`config.mk`:
```
export PLATFORM = sky130hd
export DESIGN_NAME = packet_serializer
export DESIGN_NICKNAME = d
export VERILOG_FILES = /design/src/rtl/packet_serializer_pkg.sv /design/src/rtl/packet_serializer_hex_ascii_enc.sv /design/src/rtl/packet_serializer.sv
export SDC_FILE = /design/constraint.sdc
export NUM_CORES = 1
export LEC_CHECK = 0
export BUFFER_PORTS_ARGS = -buffer_cell sky130_fd_sc_hd__buf_2
export CAP_MARGIN = 20
export CORE_UTILIZATION = 45
export CTS_CLUSTER_SIZE = 8
export DETAILED_ROUTE_END_ITERATION = 10
export GPL_TIMING_DRIVEN = 0
export SLEW_MARGIN = 20
export SYNTH_ARGS = -nofsm -noshare
export SYNTH_HDL_FRONTEND = slang
export SYNTH_HIERARCHICAL = 1
export SYNTH_SLANG_ARGS = --single-unit
```
`constraint.sdc`:
```
create_clock -name clk -period 5.45 [get_ports clk]
set_input_delay 0.8175 -clock clk [delete_from_list [all_inputs] [get_ports clk]]
set_output_delay 0.8175 -clock clk [all_outputs]
set_load 0.1 [all_outputs]
```
`src/rtl/packet_serializer_pkg.sv`:
```
// Shared constants and FSM state type for the packet serializer.
package packet_serializer_pkg;

  localparam int unsigned HEADER_SIZE = 64;
  localparam int unsigned FOOTER_SIZE = 64;
  localparam logic [63:0] FOOTER_WORD = 64'hA5A5_5A5A_C0DE_F00D;
  localparam logic [7:0]  ASCII_CR    = 8'h0D;

  typedef enum logic [1:0] {
    IDLE = 2'd0,
    LOAD = 2'd1,
    SEND = 2'd2,
    TERM = 2'd3
  } state_e;

endpackage

```
`src/rtl/packet_serializer_hex_ascii_enc.sv`:
```
// Combinational nibble to upper-case ASCII hex digit encoder.
module hex_ascii_enc (
  input  logic [3:0] nibble,
  output logic [7:0] ascii_c
);

  // '0'..'9' are 0x30..0x39, 'A'..'F' are 0x41..0x46 (0x37 + 10..15).
  always_comb begin
    if (nibble < 4'd10) begin
      ascii_c = 8'h30 + 8'(nibble);
    end else begin
      ascii_c = 8'h37 + 8'(nibble);
    end
  end

endmodule

```
`src/rtl/packet_serializer.sv`:
```
// Snapshots a free-running timestamp and the correlator accumulators, then
// streams {timestamp, pulses, footer} MSB first over a valid/ready byte port.
module packet_serializer
  import packet_serializer_pkg::*;
#(
  parameter int unsigned PAYLOAD_SIZE = 48,
  parameter int unsigned BINARY       = 0
) (
  input  logic                    clk,
  input  logic                    reset,
  input  logic                    start,
  input  logic [PAYLOAD_SIZE-1:0] pulses,
  output logic                    clear_acc,
  output logic [7:0]              tx_data,
  output logic                    tx_valid,
  input  logic                    tx_ready,
  output logic                    busy,
  output logic                    overrun
);

  localparam int unsigned PACKET_SIZE = HEADER_SIZE + PAYLOAD_SIZE + FOOTER_SIZE;
  localparam int unsigned STEP        = (BINARY != 0) ? 8 : 4;
  localparam int unsigned NUM_XFER    = PACKET_SIZE / STEP;
  localparam int unsigned CNT_W       = $clog2(PACKET_SIZE / 4) + 1;

  state_e                 state_q, state_d;
  logic [63:0]            timestamp_q, timestamp_d;
  logic [PACKET_SIZE-1:0] shift_q, shift_d;
  logic [CNT_W-1:0]       cnt_q, cnt_d;
  logic                   overrun_q, overrun_d;
  logic                   clear_acc_q, clear_acc_d;
  logic                   tx_valid_q, tx_valid_d;
  logic [7:0]             tx_data_q, tx_data_d;
  logic                   busy_q, busy_d;

  logic       xfer_c;
  logic [3:0] nib_c;
  logic [7:0] hex_c;
  logic [7:0] byte_c;

  assign xfer_c = tx_valid_q & tx_ready;

  // Next-state, shift register, transfer counter and sticky overrun.
  always_comb begin
    state_d     = state_q;
    shift_d     = shift_q;
    cnt_d       = cnt_q;
    timestamp_d = timestamp_q + 64'd1;
    overrun_d   = overrun_q | (start & (state_q != IDLE));
    case (state_q)
      IDLE: begin
        if (start) begin
          state_d = LOAD;
        end
      end
      LOAD: begin
        shift_d = {timestamp_q, pulses, FOOTER_WORD};
        cnt_d   = CNT_W'(NUM_XFER);
        state_d = SEND;
      end
      SEND: begin
        if (xfer_c) begin
          shift_d = shift_q << STEP;
          cnt_d   = cnt_q - CNT_W'(1);
          if (cnt_q == CNT_W'(1)) begin
            state_d = (BINARY != 0) ? IDLE : TERM;
          end
        end
      end
      TERM: begin
        if (xfer_c) begin
          state_d = IDLE;
        end
      end
      default: state_d = IDLE;
    endcase
  end

  // The next offered byte comes from the post-shift register so it is
  // registered alongside the shift and stays put while stalled.
  assign nib_c = shift_d[PACKET_SIZE-1 -: 4];

  hex_ascii_enc u_hex_ascii_enc (
    .nibble  (nib_c),
    .ascii_c (hex_c)
  );

  assign byte_c = (BINARY != 0) ? shift_d[PACKET_SIZE-1 -: 8] : hex_c;

  // Registered outputs follow the next state.
  always_comb begin
    tx_valid_d  = 1'b0;
    tx_data_d   = 8'h00;
    busy_d      = (state_d != IDLE);
    clear_acc_d = (state_d == LOAD);
    case (state_d)
      SEND: begin
        tx_valid_d = 1'b1;
        tx_data_d  = byte_c;
      end
      TERM: begin
        tx_valid_d = 1'b1;
        tx_data_d  = ASCII_CR;
      end
      default: ;
    endcase
  end

  always_ff @(posedge clk or negedge reset) begin
    if (!reset) begin
      state_q     <= IDLE;
      timestamp_q <= 64'd0;
      shift_q     <= '0;
      cnt_q       <= '0;
      overrun_q   <= 1'b0;
      clear_acc_q <= 1'b0;
      tx_valid_q  <= 1'b0;
      tx_data_q   <= 8'h00;
      busy_q      <= 1'b0;
    end else begin
      state_q     <= state_d;
      timestamp_q <= timestamp_d;
      shift_q     <= shift_d;
      cnt_q       <= cnt_d;
      overrun_q   <= overrun_d;
      clear_acc_q <= clear_acc_d;
      tx_valid_q  <= tx_valid_d;
      tx_data_q   <= tx_data_d;
      busy_q      <= busy_d;
    end
  end

  assign clear_acc = clear_acc_q;
  assign tx_valid  = tx_valid_q;
  assign tx_data   = tx_data_q;
  assign busy      = busy_q;
  assign overrun   = overrun_q;

endmodule

```
=== Word level (Yosys, flattened, before mapping) ===
Index checks and enable logic that the tools add are counted.

* Flip-flop bits (word level): 261
* Input bits: 52
* Output and inout port bits: 12
* Word-level logic and storage cells: 44

* Add/sub/neg operators: 4
* Magnitude comparators: 1
* Equality and inequality tests: 8
* Mux-type cells: 12
* Bitwise gates (word level): 3
* Reduce and logical (&&, ||, !) cells: 6

{| class="wikitable"
|+ Operator list
! cell !! count
|-
| one-hot mux 176 bit (2 select lines) || 1
|-
| 2-to-1 mux 176 bit || 1
|-
| adder 64 x 1 -> 64 bit (second input constant) || 1
|-
| one-hot mux 8 bit (2 select lines) || 1
|-
| adder 6 x 4 -> 7 bit (first input constant) || 2
|-
| one-hot mux 7 bit (2 select lines) || 1
|-
| equality test 2 bit (second input constant) || 4
|-
| 2-to-1 mux 2 bit || 4
|-
| 2-to-1 mux 8 bit || 1
|-
| one-hot mux 2 bit (4 select lines) || 1
|-
| equality test 7 x 1 -> 1 bit (second input constant) || 1
|-
| 2-to-1 mux 7 bit || 1
|-
| subtractor 7 x 1 -> 7 bit (second input constant) || 1
|-
| nonzero test 2 bit || 3
|-
| equality test 2 x 1 -> 1 bit (second input constant) || 2
|-
| < comparator 4 bit (second input constant) || 1
|-
| bitwise AND 1 bit || 2
|-
| zero test 2 bit || 1
|-
| != test 2 bit (second input constant) || 1
|-
| AND reduction 2 bit || 1
|-
| OR reduction 2 bit || 1
|-
| 2-to-1 mux 1 bit || 1
|-
| OR 1 bit || 1
|}

=== Depth between registers and ports, before layout ===
Gate-level depths: netlist (run 1).

* Word-level depth: 7
* Gate-level depth with buffers: 13

=== Modules after synthesis ===
The synthesis (run 1) kept the hierarchy.

{| class="wikitable"
|+ Modules (own cells, without submodules)
! module !! times used !! cells an instance !! area each (um2) !! seq. area each (um2)
|-
| packet_serializer || 1 || 1,170 || 11,735.0 || 6,206.0
|-
| hex_ascii_enc || 1 || 16 || 105.1 || 0.0
|}

=== Worst setup path before layout (run 1) ===
Ideal clock, no wire load.

* Kind: register -> register
* Start: register tx_valid_q, in the netlist tx_valid
* End: register tx_data_q[2], in the netlist tx_data[2]
* Setup time: 119 ps
* Data arrival time: 2,750 ps
* Required time: 5,331 ps
* Path slack: 2,581 ps
* Cell stages (with the launch flop): 11
* Path buffers: 2
* Clock period less this slack: 2,869 ps
* Cells stage by stage: dfrtp_1 -> and3_1 -> clkbuf_1 -> clkbuf_1 -> a22o_1 -> a22o_1 -> inv_1 -> ha_1 -> nand2_2 -> mux2_1 -> o21a_1

* Longest elaborated chain between the ends: 6

{| class="wikitable"
|+ Ends and longest elaborated chain
! item !! RTL line !! RTL
|-
| start, declared || packet_serializer.sv:32 || <nowiki>logic tx_valid_q, tx_valid_d;</nowiki>
|-
| start signal, assigned || packet_serializer.sv:127 || <nowiki>tx_valid_q <= tx_valid_d;</nowiki>
|-
| bitwise AND 1 bit * || packet_serializer.sv:41 || <nowiki>assign xfer_c = tx_valid_q & tx_ready;</nowiki>
|-
| 2-to-1 mux 176 bit * || packet_serializer.sv:62 || <nowiki>if (xfer_c) begin</nowiki>
|-
| one-hot mux 176 bit (2 select lines) * || packet_serializer.sv:50 || <nowiki>case (state_q)</nowiki>
|-
| via shift_d[173] || packet_serializer.sv:28 || <nowiki>logic [PACKET_SIZE-1:0] shift_q, shift_d;</nowiki>
|-
| adder 6 x 4 -> 7 bit (tied with other cells) || packet_serializer_hex_ascii_enc.sv:12 || <nowiki>ascii_c = 8'h37 + 8'(nibble);</nowiki>
|-
| 2-to-1 mux 8 bit * || packet_serializer_hex_ascii_enc.sv:9 || <nowiki>if (nibble < 4'd10) begin</nowiki>
|-
| via byte_c[2] || packet_serializer.sv:39 || <nowiki>logic [7:0] byte_c;</nowiki>
|-
| one-hot mux 8 bit (2 select lines) * || packet_serializer.sv:96 || <nowiki>case (state_d)</nowiki>
|-
| via tx_data_d[2] || packet_serializer.sv:33 || <nowiki>logic [7:0] tx_data_q, tx_data_d;</nowiki>
|-
| end signal, assigned || packet_serializer.sv:128 || <nowiki>tx_data_q <= tx_data_d;</nowiki>
|-
| end, declared || packet_serializer.sv:33 ||
|}

The timed path passes the listed nets; every way through them passes the cells marked *. The select of a mux whose other input is x is not followed.
A chain may end at the register's enable or synchronous reset.

=== Worst setup path after layout (run 1) ===
* Start: register state_q[1]
* End: register tx_data_q[2], in the netlist tx_data[2]

* Longest elaborated chain between the ends: 5

{| class="wikitable"
|+ Ends and longest elaborated chain
! item !! RTL line !! RTL
|-
| start, declared || packet_serializer.sv:26 || <nowiki>state_e state_q, state_d;</nowiki>
|-
| start signal, assigned || packet_serializer.sv:121 || <nowiki>state_q <= state_d;</nowiki>
|-
| equality test 2 bit / equality test 2 x 1 -> 1 bit (equally long branches) || packet_serializer.sv:50 ||
|-
| one-hot mux 176 bit (2 select lines) * || packet_serializer.sv:50 ||
|-
| via shift_d[173] || packet_serializer.sv:28 ||
|-
| adder 6 x 4 -> 7 bit (tied with other cells) || packet_serializer_hex_ascii_enc.sv:12 ||
|-
| 2-to-1 mux 8 bit * || packet_serializer_hex_ascii_enc.sv:9 ||
|-
| via byte_c[2] || packet_serializer.sv:39 ||
|-
| one-hot mux 8 bit (2 select lines) * || packet_serializer.sv:96 ||
|-
| via tx_data_d[2] || packet_serializer.sv:33 ||
|}

The timed path passes the listed nets; every way through them passes the cells marked *.

==> results.sh, run 1 <==
export IMPL_ir_drop_uv=257
export IMPL_reg2reg_to="tx_data[2]"
export IMPL_post_cts_resize_count=0
export IMPL_post_route_util_pct=52.4
export IMPL_areaGrowthSynthToFinish_pct=14.7
export IMPL_routabilityCongestion=0.813
export IMPL_drc=0
export IMPL_mappedNetlistNets=1246
export IMPL_rsz0062_at_grt="false"
export IMPL_fill_cells=2303
export IMPL_grt_max_degree=93
export IMPL_maxSlewViolCount=0
export IMPL_wl_met2_mm=13.9
export IMPL_boundaryPins=64
export IMPL_cts_num_sinks=248
export IMPL_core_area_sq_mm=0.0259
export IMPL_r2r_setup_slack_ns=1.77
export IMPL_cts_buffers=36
export IMPL_ys_warn_count=6
export IMPL_drtIter0Drc=655
export IMPL_nNetsFinal=1349
export IMPL_vias_per_cell=5.86
export IMPL_seq_area_frac_synth_pct=52.4
export IMPL_finalClockSkew_ns=0.00595
export IMPL_h_tree_depth=2
export IMPL_synth_compound_area_share_pct=22.8
export IMPL_yosysTopAreaCellShare_pct=52.4
export IMPL_synth_cells=1186
export IMPL_synth_simple_gate_area_share_pct=15.0
export IMPL_antenna_left=0
export IMPL_synthArstFlopShare_pct=100
export IMPL_synthTopCellsByArea="dfrtp_1 52%, a22o_1 11%, a21oi_1 4.7%"
export IMPL_grt_pass1_wl_mm=49.2
export IMPL_synth_adder_area_share_pct=0.845
export IMPL_routedWlPerCell_um=18.7
export IMPL_power_switching_w=0.00259
export IMPL_chipHeight_um=164
export IMPL_worstPathArrival_ns=4.07
export IMPL_synthFlopType="dfrtp_1"
export IMPL_preCtsSetupSlack_ns=1.77
export IMPL_cp_max_fo=10
export IMPL_drv_cap=0
export IMPL_swShare_pct=39.1
export IMPL_setup_worst_path_start="state_q[1]"
export IMPL_synth_area_per_cell_sq_um=9.98
export IMPL_yosys_area_top_type="dfrtp_1"
export IMPL_setup_ws_ns=1.77
export IMPL_clkLatencyLatePin_ns=0.50
export IMPL_muxShareOfSynthArea_pct=0.180
export IMPL_clkPwrFrac_pct=29.5
export IMPL_initial_core_util_pct=45.7
export IMPL_fp_dieArea_sq_mm=0.0270
export IMPL_synth_top_family_by_area="compound AO/OA/AOI/OAI gates"
export IMPL_tightestPinTransition_ns=0.951
export IMPL_dpl_hpwl_mm=20.2
export IMPL_outcome="complete, no violations"
export IMPL_synth_seq_cells=248
export IMPL_post_place_cells=1586
export IMPL_finalPower_w=0.00662
export IMPL_row_count=59
export IMPL_dr_wl_met3_mm=1.69
export IMPL_fin_cells=1626
export IMPL_synth_xor_area_share_pct=4.96
export IMPL_cts_clk_slew_worst_paths_ns=0.05
export IMPL_finalHoldViolations=0
export IMPL_syn_area_sq_mm=0.0118
export IMPL_clock_fmax_mhz=272
export IMPL_pwr_share_comb_pct=35.0
export IMPL_first_pass_iters=5
export IMPL_cts_tree="yes"
export IMPL_p_leak_nw=5.92
export IMPL_intPower_w=0.00404
export IMPL_root_buffer="clkbuf_16"
export IMPL_wl_met1_mm=14.1
export IMPL_wl_mm=30.3
export IMPL_setup_viol_count_final=0
export IMPL_ys_types=48
export IMPL_grt_total_usage_pct=23.1
export IMPL_final_common_cell="dfrtp_1"
export IMPL_cp_endpoint="tx_data[2]"
export IMPL_grt_pass1_vias=9236
export IMPL_final_cell_mix="248 x dfrtp_1, 142 x a22o_1, 126 x nand2_1"
export IMPL_highest_layer="met5"
export IMPL_clockBufferDepth=3
export IMPL_critical_path_class="reg -> reg"
export IMPL_synth_enable_flop_cells=0
export IMPL_hold_class="in -> async"
export IMPL_fin_crit_ns=3.68
export IMPL_cts_setup_buffers=0
export IMPL_crit_path_end_kind="flop"
export IMPL_gr_total_overflow=0
export IMPL_vias=9533
export IMPL_r2r_cells=12
export IMPL_worstPathRequired_ns=5.84
export IMPL_sequentialPowerShare_pct=35.6
export IMPL_holdBufCountCts=0
export IMPL_reg2reg_from="state_q[1]"
export IMPL_drive_gt1_share_pct=10.5
export IMPL_grt_antenna_before_repair=5
export IMPL_startpoint_type="flop"
export IMPL_p_per_area_mw_per_mm2=488
export IMPL_portBuffers=63
export IMPL_die_width_um=164
export IMPL_fin_crit_sh_pct=67.4
export IMPL_slew_headroom_pct=36.4
## synthesized netlist by cell type (3+ instances only)
cell      instances
and3_1            8
clkbuf_1         78
nor3_1           40
o21a_1            4
nand3_1          28
or2_2             3
a21oi_1         112
nor2b_1           6
nand2_1         126
nor4_4            4
inv_1            20
or3_1             3
xor2_1           32
nand4_1          17
nor4_1           14
and2_1           29
a211oi_1         24
dfrtp_1         248
ha_1              8
buf_1             4
buf_2             6
a22o_1          142
nor2_1           50
xnor2_1          35
o21ai_0          53
o22ai_1          62
## sequential cells by signal (all words and copies together), names as in the netlist
register / flops
busy: 1
clear_acc: 1
timestamp_q: 64
state_q: 2
tx_valid: 1
tx_data: 8
cnt_q: 7
overrun: 1
shift_q: 163
## power groups by stage
stage | Clock [W] | Sequential, W | Combinational [W]
after global routing | 0.00208 | 0.00239 | 0.00255
after global placement | 0 | 0.00237 | 0.00228
after detailed placement | 0 | 0.00238 | 0.00232
after floorplan | 0 | 0.00248 | 0.00149
after CTS | 0.00200 | 0.00235 | 0.00233
final | 0.00195 | 0.00236 | 0.00232
## cell families after synthesis
logic type	after synthesis
simple gates	345
flops	248
mux	2
other cells	1
fa+ha+maj	8
buf+inv	113
xor+xnor	67
compound gates	402
## area by class of cell
cell class / instances / area [sq um] / area share (%)
tap: 335 / 419 / 3.09
multi-input combinational: 825 / 5180 / 38.2
inverter: 20 / 75.1 / 0.553
timing repair buffer: 65 / 380 / 2.80
sequential: 248 / 6210 / 45.7
clock inverter: 2 / 17.5 / 0.129
buffer: 93 / 374 / 2.75
clock buffer: 37 / 926 / 6.82
antenna: 1 / 2.50 / 0.0184
## worst max-delay path, cell delays in order (launching register included)
cell	delay [ns]
dfrtp_1	0.40
inv_1	0.12
ha_1	0.16
clkbuf_1	0.41
clkbuf_1	0.52
clkbuf_1	0.59
a22o_1	0.26
a22o_1	0.25
inv_1	0.07
ha_1	0.21
nand2_2	0.07
mux2_1	0.31
o21a_1	0.18
## stage by stage
stage	area, sq um	setup TNS (ns)	hold slack (ns)
floorplan	11800	0	0.443
global placement	12600	-266.36	0.451
detailed placement	12600	0	0.451
CTS	13600	0	0.286
global route	13600	0	0.304
finish	13600	0	0.264
## worst min-delay path by stage
stage	slack (ns)	cells past startpoint	from	endpoint
2_1_floorplan	0.44	1	timestamp_q[63]	timestamp_q[63]
3_3_place_gp	0.45	1	overrun	overrun
3_5_place_dp	0.45	1	overrun	overrun
4_1_cts	0.29	1	reset	shift_q[156]
5_1_grt	0.30	1	reset	shift_q[156]
6_report	0.26	1	reset	shift_q[156]
## metal layers
metal | track usage (%) | vias to the layer above
li1 | - | 4522
met1 | 32.5 | 4723
met2 | 35.7 | 231
met3 | 4.75 | 51
met4 | 6.82 | 6
met5 | 0 | -
(Power assumes the default switching activity.)
==> run 2, diff against run 1 <==
==> constraint.sdc (replaced) <==
create_clock -name clk -period 3 [get_ports clk]
set_input_delay 0.45 -clock clk [delete_from_list [all_inputs] [get_ports clk]]
set_output_delay 0.45 -clock clk [all_outputs]
set_load 0.1 [all_outputs]
==> run 2 against run 1 <==
Effect of this change: sequential power grew 81%; highest routed layer unchanged; routed wire length grew 0.13%; first-iteration DRC count grew 13%; die area is the same; sequential share of layout area shrank 0.084 points; hold slack lost 0.076 ns; clock skew grew 0.0017 ns; non-clock buffer count shrank 2; sequential cell count is the same.
==> results.sh, run 2 (synthesis results as in run 1) <==
export IMPL_grt_max_degree=93
export IMPL_critical_path_class="reg -> reg"
export IMPL_fin_crit_sh_pct=94.4
export IMPL_gr_total_overflow=0
export IMPL_grt_total_usage_pct=23.1
export IMPL_outcome="complete, no violations"
export IMPL_final_common_cell="dfrtp_1"
export IMPL_largest_register_ffs=163
export IMPL_first_pass_iters=5
export IMPL_use_met1_pct=32.5
export IMPL_h_tree_depth=2
export IMPL_reg2reg_from="state_q[1]"
export IMPL_finalClockSkew_ns=0.00767
export IMPL_routabilityCongestion=0.813
export IMPL_worstPathArrival_ns=3.23
export IMPL_wl_mm=30.4
export IMPL_top_register="shift_q"
export IMPL_ir_drop_uv=472
export IMPL_multi_input_area_sq_mm=0.00519
export IMPL_chipHeight_um=164
export IMPL_cts_tree="yes"
export IMPL_row_count=59
export IMPL_fp_dieArea_sq_mm=0.0270
export IMPL_boundaryPins=64
export IMPL_areaGrowthSynthToFinish_pct=15.0
export IMPL_grtUsageMet3_pct=4.75
export IMPL_routedWlPerCell_um=18.7
export IMPL_grt_pass1_vias=9235
export IMPL_setup_viol_count_final=0
export IMPL_grt_pass1_wl_mm=49.2
export IMPL_initial_core_util_pct=45.7
export IMPL_slew_headroom_pct=57.1
export IMPL_cts_clk_slew_worst_paths_ns=0.05
export IMPL_rsz0062_at_grt="false"
export IMPL_worstPathRequired_ns=3.40
export IMPL_hp_start="start"
export IMPL_final_cell_mix="248 x dfrtp_1, 142 x a22o_1, 126 x nand2_1"
export IMPL_grt_most_used_layer="met2"
export IMPL_finalHoldViolations=0
export IMPL_tightestPinTransition_ns=0.643
export IMPL_cts_num_sinks=248
export IMPL_drc=0
export IMPL_fin_cells=1624
export IMPL_antenna_left=0
export IMPL_p_leak_nw=5.94
export IMPL_maxSlewViolCount=0
export IMPL_core_area_sq_mm=0.0259
export IMPL_die_width_um=164
export IMPL_vias=9495
export IMPL_dpl_hpwl_mm=20.2
export IMPL_drv_cap=0
export IMPL_drtIter0Drc=740
export IMPL_portBuffers=63
export IMPL_fin_crit_ns=2.83
export IMPL_crit_path_end_kind="flop"
export IMPL_grt_util_met2_pct=35.7
export IMPL_cts_setup_buffers=0
export IMPL_drive_gt1_share_pct=11.2
export IMPL_grt_antenna_before_repair=5
export IMPL_clock_fmax_mhz=353
export IMPL_clkLatencyLatePin_ns=0.51
export IMPL_cp_max_fo=10
export IMPL_root_buffer="clkbuf_16"
export IMPL_cts_buffers=36
export IMPL_post_place_cells=1586
export IMPL_hold_class="in -> reg"
export IMPL_nNetsFinal=1347
export IMPL_vias_per_cell=5.85
export IMPL_stdcell_area_sq_mm=0.0136
export IMPL_fill_cells=2304
export IMPL_final_seq_area_sq_mm=0.00621
export IMPL_post_route_util_pct=52.5
export IMPL_p_per_area_mw_per_mm2=887
export IMPL_startpoint_type="flop"
export IMPL_clockBufferDepth=3
export IMPL_setup_worst_path_start="state_q[1]"
export IMPL_placed_cell_area_sq_mm=0.0126
run 2: layout make-up:
class / count / area share (%)
Sequential cell: 248 / 45.6
Buffer: 90 / 2.82
Clock buffer: 37 / 6.80
Inverter: 20 / 0.552
Antenna cell: 1 / 0.0184
Timing Repair Buffer: 66 / 2.87
Clock inverter: 2 / 0.129
Tap cell: 335 / 3.08
Multi-Input combinational cell: 825 / 38.1
run 2: worst paths after layout:
path | cells after the start | slack (ns) | to
worst max register to register | 11 | 0.17 | tx_data[2]
min in group asynchronous | 2 | 0.49 | shift_q[156]
worst min-delay path | 2 | 0.19 | overrun
max in group asynchronous | 3 | 1.65 | shift_q[78]
worst max-delay path | 11 | 0.17 | tx_data[2]
worst min register to register | 1 | 0.46 | overrun
run 2: per-layer routing:
metal	routed length [um]	part of all wire, %
met4	599	2.0
met3	1630	5.4
met2	13900	46
met5	39	0.13
met1	14200	47
run 2: through the flow:
stage | TNS (ns) | setup WS [ns] | power (W) | hold slack, ns
after detailed placement | -24.25 | -0.676 | 0.00853 | 0.444
final | 0 | 0.167 | 0.0121 | 0.188
after floorplan | 0 | 0.131 | 0.00721 | 0.154
after global routing | 0 | 0.0319 | 0.0128 | 0.195
after CTS | 0 | 0.00245 | 0.0122 | 0.173
after global placement | -806.76 | -3.19 | 0.00846 | 0.451
run 2: repair_timing:
action	in CTS	in global routing
setup endpoints to repair	82	2
hold buffers	1	0
hold endpoints to repair	65	0
resized for setup	10	8
run 2: power by group:
| group | switching, W | total (W) | internal, W | leakage (nW) |
|---|---|---|---|---|
| sequential | 0.000361 | 0.00428 | 0.00392 | 3.32 |
| clock | 0.00139 | 0.00356 | 0.00216 | 0.465 |
| combinational | 0.00296 | 0.00424 | 0.00129 | 2.16 |
run 2: worst max-delay path, cell delays in order (launching register included):
cell and delay, ns:
dfrtp_1 0.40, inv_1 0.12, ha_2 0.35, clkbuf_4 0.29, clkbuf_4 0.28, a22o_1 0.18
a22o_1 0.24, inv_1 0.07, ha_1 0.21, nand2_2 0.07, mux2_1 0.31, o21a_1 0.18
==> run 3, diff against run 2 <==
--- a/config.mk
+++ b/config.mk
@@ -11,6 +11,7 @@
 export CTS_CLUSTER_SIZE = 8
 export DETAILED_ROUTE_END_ITERATION = 10
 export GPL_TIMING_DRIVEN = 0
+export REMOVE_ABC_BUFFERS = 1
 export SLEW_MARGIN = 20
 export SYNTH_ARGS = -nofsm -noshare
 export SYNTH_HDL_FRONTEND = slang
==> run 3 against run 2 <==
Effect of this change: clock power hardly changed; cell count is 4.2% lower; count of clock-buffer cells in the layout is 1 lower; clock skew is 0.016 ns higher; hold slack worse by 0.0084 ns.
==> results.sh, run 3 (synthesis results as in run 1) <==
export IMPL_p_leak_nw=6.00
export IMPL_cts_clk_slew_worst_paths_ns=0.05
export IMPL_fill_cells=2236
export IMPL_tightestPinTransition_ns=1.02
export IMPL_grt_total_usage_pct=21.9
export IMPL_stdcell_area_sq_mm=0.0138
export IMPL_finalPower_w=0.0125
export IMPL_drv_cap=0
export IMPL_grt_pass1_wl_mm=47.7
export IMPL_chipHeight_um=164
export IMPL_boundaryPins=64
export IMPL_routabilityCongestion=0.750
export IMPL_p_per_area_mw_per_mm2=906
export IMPL_fp_dieArea_sq_mm=0.0270
export IMPL_fin_crit_sh_pct=93.8
export IMPL_fin_cells=1556
export IMPL_ir_drop_uv=547
export IMPL_areaGrowthSynthToFinish_pct=16.2
export IMPL_die_width_um=164
export IMPL_vias_per_cell=5.87
export IMPL_top_register="shift_q"
export IMPL_first_pass_iters=5
export IMPL_h_tree_depth=2
export IMPL_slew_headroom_pct=31.9
export IMPL_nNetsFinal=1279
export IMPL_grt_antenna_before_repair=2
export IMPL_setup_viol_count_final=0
export IMPL_cts_buffers=36
export IMPL_core_area_sq_mm=0.0259
export IMPL_grt_max_degree=97
export IMPL_vias=9131
export IMPL_drive_gt1_share_pct=12.7
export IMPL_final_common_cell="dfrtp_1"
export IMPL_gr_total_overflow=0
export IMPL_cts_num_sinks=248
export IMPL_portBuffers=63
export IMPL_post_place_cells=1507
export IMPL_drtIter0Drc=527
export IMPL_finalClockSkew_ns=0.0235
export IMPL_final_cell_mix="248 x dfrtp_1, 142 x a22o_1, 125 x nand2_1"
export IMPL_cp_max_fo=59
export IMPL_rsz0062_at_grt="false"
export IMPL_crit_path_end_kind="flop"
export IMPL_worstPathArrival_ns=3.20
export IMPL_outcome="complete, no violations"
export IMPL_largest_register_ffs=163
export IMPL_finalSetupTns_ns=0
export IMPL_drc=0
export IMPL_cts_tree="yes"
export IMPL_fin_crit_ns=2.81
export IMPL_critical_path_class="reg -> reg"
export IMPL_maxSlewViolCount=0
export IMPL_grt_pass1_vias=8951
export IMPL_root_buffer="clkbuf_16"
export IMPL_dpl_hpwl_mm=16.2
export IMPL_hold_class="in -> reg"
export IMPL_worstPathRequired_ns=3.39
export IMPL_wl_mm=28.7
export IMPL_clkLatencyLatePin_ns=0.51
export IMPL_antenna_left=0
export IMPL_row_count=59
export IMPL_routedWlPerCell_um=18.5
export IMPL_finalHoldViolations=0
export IMPL_initial_core_util_pct=45.7
export IMPL_startpoint_type="flop"
export IMPL_placed_cell_area_sq_mm=0.0127
export IMPL_clock_fmax_mhz=355
export IMPL_clockBufferDepth=3
run 3: stage by stage:
step	hold slack [ns]	utilization (%)	setup WS [ns]
finish	0.179	53.1	0.187
global route	0.183	53.1	0.0184
CTS	0.163	52.9	0.0665
detailed placement	0.444	48.9	-0.934
global placement	0.438	47.1	-16.80
floorplan	0.154	-	-6.86
run 3: final cells by class:
class	instances	area, sq um	share of cell area, %
clock buffers	36	901	6.55
repair buffers	87	828	6.02
flip-flops and latches	248	6210	45.1
inverters	20	75.1	0.546
clock inverters	3	48.8	0.355
multi-input cells	826	5280	38.4
well taps	335	419	3.05
diodes	1	2.50	0.0182
run 3: worst paths after layout:
kind / start / end / slack, ns / depth (start not counted)
max: state_q[1] / shift_q[107] / 0.19 / 11
min in group asynchronous: reset / shift_q[130] / 0.49 / 2
min: start / overrun / 0.18 / 2
min reg2reg: overrun / overrun / 0.45 / 1
max in group asynchronous: reset / shift_q[36] / 1.23 / 4
max reg2reg: state_q[1] / shift_q[107] / 0.19 / 11
run 3: worst max-delay path, cell delays in order (launching register included):
cell	delay [ns]
dfrtp_1	0.42
inv_1	0.20
ha_4	0.20
buf_12	0.25
buf_16	0.25
nor2b_4	0.24
buf_16	0.17
nor2_4	0.10
buf_16	0.19
buf_16	0.17
buf_12	0.18
a22o_1	0.24
run 3: power breakdown:
part,internal [W],leakage [nW],switching (W)
clock,0.00212,0.464,0.00141
combinational,0.00169,2.22,0.00296
sequential,0.00392,3.32,0.000357
total,0.00773,6.00,0.00473
run 3: repair_timing:
action	in CTS	in global routing
hold buffers	1	0
pin swaps	3	1
resized for setup	4	0
endpoints found under the setup margin	168	62
hold endpoints to repair	71	0
cloned	1	1
buffers inserted	5	1
run 3: layer usage:
layer / routed length, um / GRT usage [%] / up-vias
met3: 1290 / 4.04 / 34
met5: 13 / 0 / -
met1: 13900 / 32.0 / 4560
met4: 339 / 4.46 / 2
met2: 13100 / 34.0 / 167
li1: - / - / 4368
